### config.mk
export PLATFORM = sky130hd
export DESIGN_NAME = add_multicycle
export DESIGN_NICKNAME = d
export VERILOG_FILES = /design/src/rtl/add_multicycle.sv
export SDC_FILE = /design/constraint.sdc
export NUM_CORES = 1
export LEC_CHECK = 0
export ABC_AREA = 1
export ABC_CLOCK_PERIOD_IN_PS = 4200
export CAP_MARGIN = 15
export CELL_PAD_IN_SITES_DETAIL_PLACEMENT = 0
export CELL_PAD_IN_SITES_GLOBAL_PLACEMENT = 1
export CORE_MARGIN = 2
export CORE_UTILIZATION = 42
export CTS_BUF_LIST = sky130_fd_sc_hd__clkbuf_4 sky130_fd_sc_hd__clkbuf_8
export DETAILED_ROUTE_END_ITERATION = 7
export MAX_ROUTING_LAYER = met4
export PLACE_DENSITY_LB_ADDON = 0.2
export SLEW_MARGIN = 20
export SYNTH_ARGS = -nofsm -noshare
export SYNTH_HDL_FRONTEND = slang
export SYNTH_SLANG_ARGS = --single-unit
### constraint.sdc
create_clock -name clk -period 4.2 [get_ports clk]
set_input_delay 0.63 -clock clk [delete_from_list [all_inputs] [get_ports clk]]
set_output_delay 0.63 -clock clk [all_outputs]
set_load 0.005 [all_outputs]
### src/rtl/add_multicycle.sv
// Multi-cycle adder: sums two WIDTH-bit operands CHUNK bits per cycle.
// Valid/ready handshake on both sides; result held until accepted.
module add_multicycle #(
   parameter int WIDTH = 64,
   parameter int CHUNK = 16
) (
   input  logic             clk,
   input  logic             rst_n,
   input  logic             in_valid,
   output logic             in_ready,
   input  logic [WIDTH-1:0] abus,
   input  logic [WIDTH-1:0] bbus,
   input  logic             cin,
   output logic [WIDTH-1:0] out,
   output logic             cout,
   output logic             out_valid,
   input  logic             out_ready
);

   localparam int NCHUNK = WIDTH / CHUNK;
   localparam int IW     = (NCHUNK > 1) ? $clog2(NCHUNK) : 1;
   localparam logic [IW-1:0] LAST = IW'(NCHUNK - 1);

   typedef enum logic [1:0] {
      IDLE,
      ADD,
      DONE
   } state_t;

   state_t state;
   state_t state_n;

   logic [WIDTH-1:0] a_q;
   logic [WIDTH-1:0] b_q;
   logic [IW-1:0]    idx;
   logic             carry;

   logic [CHUNK-1:0] a_c;
   logic [CHUNK-1:0] b_c;
   logic [CHUNK:0]   sum;
   logic             last;

   // Select the current chunk of the captured operands and add it.
   always_comb begin
      a_c  = a_q[idx*CHUNK +: CHUNK];
      b_c  = b_q[idx*CHUNK +: CHUNK];
      sum  = {1'b0, a_c} + {1'b0, b_c} + {{CHUNK{1'b0}}, carry};
      last = (idx == LAST);
   end

   // State register.
   always_ff @(posedge clk or negedge rst_n) begin
      if (!rst_n) begin
         state <= IDLE;
      end else begin
         state <= state_n;
      end
   end

   // Next-state logic; handshake outputs are pure state decodes.
   always_comb begin
      state_n   = state;
      in_ready  = 1'b0;
      out_valid = 1'b0;
      unique case (state)
         IDLE: begin
            in_ready = 1'b1;
            if (in_valid) begin
               state_n = ADD;
            end
         end
         ADD: begin
            if (last) begin
               state_n = DONE;
            end
         end
         DONE: begin
            out_valid = 1'b1;
            if (out_ready) begin
               state_n = IDLE;
            end
         end
         default: begin
            state_n = IDLE;
         end
      endcase
   end

   // Operand capture, chunk-serial accumulation and result registers.
   always_ff @(posedge clk or negedge rst_n) begin
      if (!rst_n) begin
         a_q   <= '0;
         b_q   <= '0;
         idx   <= '0;
         carry <= 1'b0;
         out   <= '0;
         cout  <= 1'b0;
      end else begin
         unique case (state)
            IDLE: begin
               if (in_valid) begin
                  a_q   <= abus;
                  b_q   <= bbus;
                  idx   <= '0;
                  carry <= cin;
               end
            end
            ADD: begin
               out[idx*CHUNK +: CHUNK] <= sum[CHUNK-1:0];
               carry <= sum[CHUNK];
               if (last) begin
                  idx  <= '0;
                  cout <= sum[CHUNK];
               end else begin
                  idx <= idx + 1'b1;
               end
            end
            default: begin
            end
         endcase
      end
   end

endmodule

==> results.tsv <==
metric	value	unit
DRT iter0 DRCs	425	
sw power	0.005183	W
CP arrival	3.38	ns
Die Y	154.7	µm
initial antenna violation count	1	
Vias	8293	
status	finished clean	
root buf cell	clkbuf_8	
crit path kind	register to register	
Worst Skew	0.01897	ns
CTS H-tree lvls	4	
vias in the first global route	8298	
Synth Flop Type	dfrtp_1	
met1 usage	31.85	%
CTS hold repair buffers	0	
slew margin rel.	35.34	%
fmax	0.3305	GHz
Via-to-Cell Ratio	4.969	
endpoints failing setup	0	
Syn Area/Cell	7.953	µm²
clk buf depth	2	
GR Util met2	37.01	%
RSZ-0062 raised after global routing	no	
hpwl dp	19.38	mm
Leakage	6.096	nW
Total GRT Usage	23.80	%
die area	23920	µm²
Top Family by Delay on Critical Path	buffers and inverters	
Core Box Area	22430	µm²
Power Dens Cells	876.5	nW/µm²
row cnt	55	
CP Buf/Inv Count	2	
Antenna Nets Post-Route	0	
pin count of the biggest net entering global routing	96	
most frequent cells in the layout	nand2_1 (578), clkdlybuf4s50_1 (198), dfrtp_1 (197), nor2_1 (85), o21ai_0 (77)	
crit path launch type	register	
Port Buffers	199	
share of layout cells above drive strength 1	4.628	%
max-cap violations	0	
CTS clock-pin slew for the worst setup and hold paths	0.12	ns
starting density of the core	42.50	%
Switching Fraction	49.18	%
DIE WIDTH	154.7	µm
TritonCTS clock tree	yes	
Yosys reg bits	198	
Area Overhead vs Synth	26.09	%
nets	1526	
CP endpoint kind	register	
Worst IR Drop VDD	377.8	µV
Worst Max-Slew Pin Slew	0.9699	ns
GRT overflow	0	
Final Hold Fails	0	
clk sinks	198	
hold slack	0.1990	ns
CP max-delay cell	inv_1	
r2r setup slk	1.17	ns
drt total wl	26.72	mm
Distinct cells, synth	33	
DR DRC count	0	
first-pass GRT wire length	43.62	mm
internal cell power	0.005356	W
final period utilization	72.03	%
Post-synth EDFFs	0	
fin util	53.59	%
Post-CTS Resized	0	
dpl cells	1636	
CP Data Required Time	4.55	ns
Pins Over Slew Limit	0	
power share of the combinational group	58.2	%
GR Util met3	4.063	%
commonest non-fill, non-tap cell in the layout	nand2_1	
Skew-Pair Late Insertion Delay	0.46	ns
post-route setup TNS	0	ns
RePlAce Congestion	0.9405	
TritonCTS Buffers	17	
crit path time final	3.025	ns
wire per inst	16.01	µm
syn nets	1355	
Worst path max stage delay	0.51	ns
Cell Chain, Critical Path	inv_1 > buf_4 > o21ai_0 > o22ai_1 > ha_1 > a21oi_1 > nor2_1 > nor2_1 > nand3_1 > nand2_1 > nand2_1 > nand4_1 > nand2_1	
Layout Cells excl Fill	1669	
Hold Crit Class	primary input to asynchronous set/reset pin	
gr busiest metal	met2	
sequential share of the synthesized area	51.96	%
Post-CTS Setup Bufs	0	
DRT Pass-1 Iters	4	
Clock power frac	11.3	%
sequential share of power	30.5	%
Syn Inst Count	1199	
fill count	2190	
worst-path fanout max	22	
YS warnings	0	
IO Pins	200	
CP dominant cell by count	nand2_1	
async set or reset register ratio after synthesis	100.0	%
synthesized cell area	9535	µm²
cell type report:
type                            instances  area, µm²  area share [%]
Clock buffer                           19      261.5           2.175
Timing Repair Buffer                  212       2093           17.41
Sequential cell                       198       4956           41.22
Tap cell                              285      356.6           2.966
Clock inverter                         13      115.1          0.9574
Inverter                               52      197.7           1.644
Multi-Input combinational cell        889       4040           33.60
Antenna cell                            1      2.502         0.02081
stage by stage:
stage	cell area, µm²	setup WS (ns)	total power [W]
floorplan	9535	1.357	0.007243
global route	12020	0.8961	0.01154
global placement	11640	1.184	0.009319
CTS	12020	1.165	0.01060
finish	12020	1.175	0.01054
detailed placement	11640	1.187	0.009382
power groups by stage:
stage                     combinational [W]  sequential [W]  clock, W
after global placement              0.00608         0.00324         0
after CTS                           0.00617         0.00321   0.00122
final                               0.00614         0.00321   0.00119
after global routing                0.00694         0.00331   0.00129
after detailed placement            0.00614         0.00324         0
after floorplan                     0.00414         0.00311         0
final timing paths:
kind	from	to	cells after the start
min reg2reg	b_q[19]	b_q[19]	2
max in group asynchronous	rst_n	b_q[18]	2
max reg2reg	idx[1]	out[28]	13
min	rst_n	state[1]	1
max	idx[1]	out[28]	13
min in group clk	b_q[19]	b_q[19]	2
cells by family (layout without fill, tap and decap cells):
kind of cell	after synthesis	after routing	synth area share (%)
xor gates and xnor gates	7	7	0.6430
adders and majority gates	23	23	3.175
AOI/OAI and AO/OA	141	141	8.372
and+or+nand+nor	718	718	30.10
DFF	198	198	51.96
other	0	1	0
buffers and inverters	112	296	5.747
synthesized netlist by cell type, types with 2 or more instances:
| library cell | number | area, µm² |
|---|---|---|
| ha_1 | 21 | 262.8 |
| inv_2 | 4 | 15.01 |
| buf_1 | 2 | 7.510 |
| nand4_1 | 16 | 100.1 |
| nand3b_1 | 2 | 15.01 |
| nor3_4 | 2 | 32.53 |
| buf_2 | 21 | 105.1 |
| nor2_1 | 85 | 319.1 |
| nand2_1 | 579 | 2173 |
| a22o_1 | 10 | 87.58 |
| o21ai_1 | 8 | 40.04 |
| o21ai_0 | 77 | 385.4 |
| clkbuf_1 | 22 | 82.58 |
| o22ai_1 | 32 | 200.2 |
| dfrtp_1 | 198 | 4955 |
| fa_1 | 2 | 40.04 |
| buf_4 | 3 | 22.52 |
| nor3_1 | 2 | 10.01 |
| a21oi_1 | 10 | 50.05 |
| inv_1 | 48 | 180.2 |
| nand3_1 | 23 | 115.1 |
| or2_2 | 2 | 12.51 |
| nand2_4 | 3 | 33.78 |
| buf_6 | 12 | 135.1 |
| xor2_1 | 6 | 52.55 |
| a32o_1 | 2 | 20.02 |
registers in the layout, indices dropped and copies added (netlist names):
name   count
a_q       64
carry      1
idx        2
out       64
b_q       64
cout       1
state      2
metal layers:
| layer | share of wire [%] | wire length [µm] |
|---|---|---|
| met1 | 46 | 12310 |
| met2 | 46 | 12400 |
| met3 | 4.9 | 1301 |
| met4 | 2.6 | 707 |
| met5 | 0 | 0 |
worst register-to-register path, cell delays in order, from the launching register on:
cell,delay (ns)
dfrtp_1,0.39
inv_1,0.51
buf_4,0.33
o21ai_0,0.11
o22ai_1,0.20
ha_1,0.35
a21oi_1,0.31
nor2_1,0.07
nor2_1,0.14
nand3_1,0.13
nand2_1,0.07
nand2_1,0.15
nand4_1,0.12
nand2_1,0.05
Power figures use the tool's default switching activity.
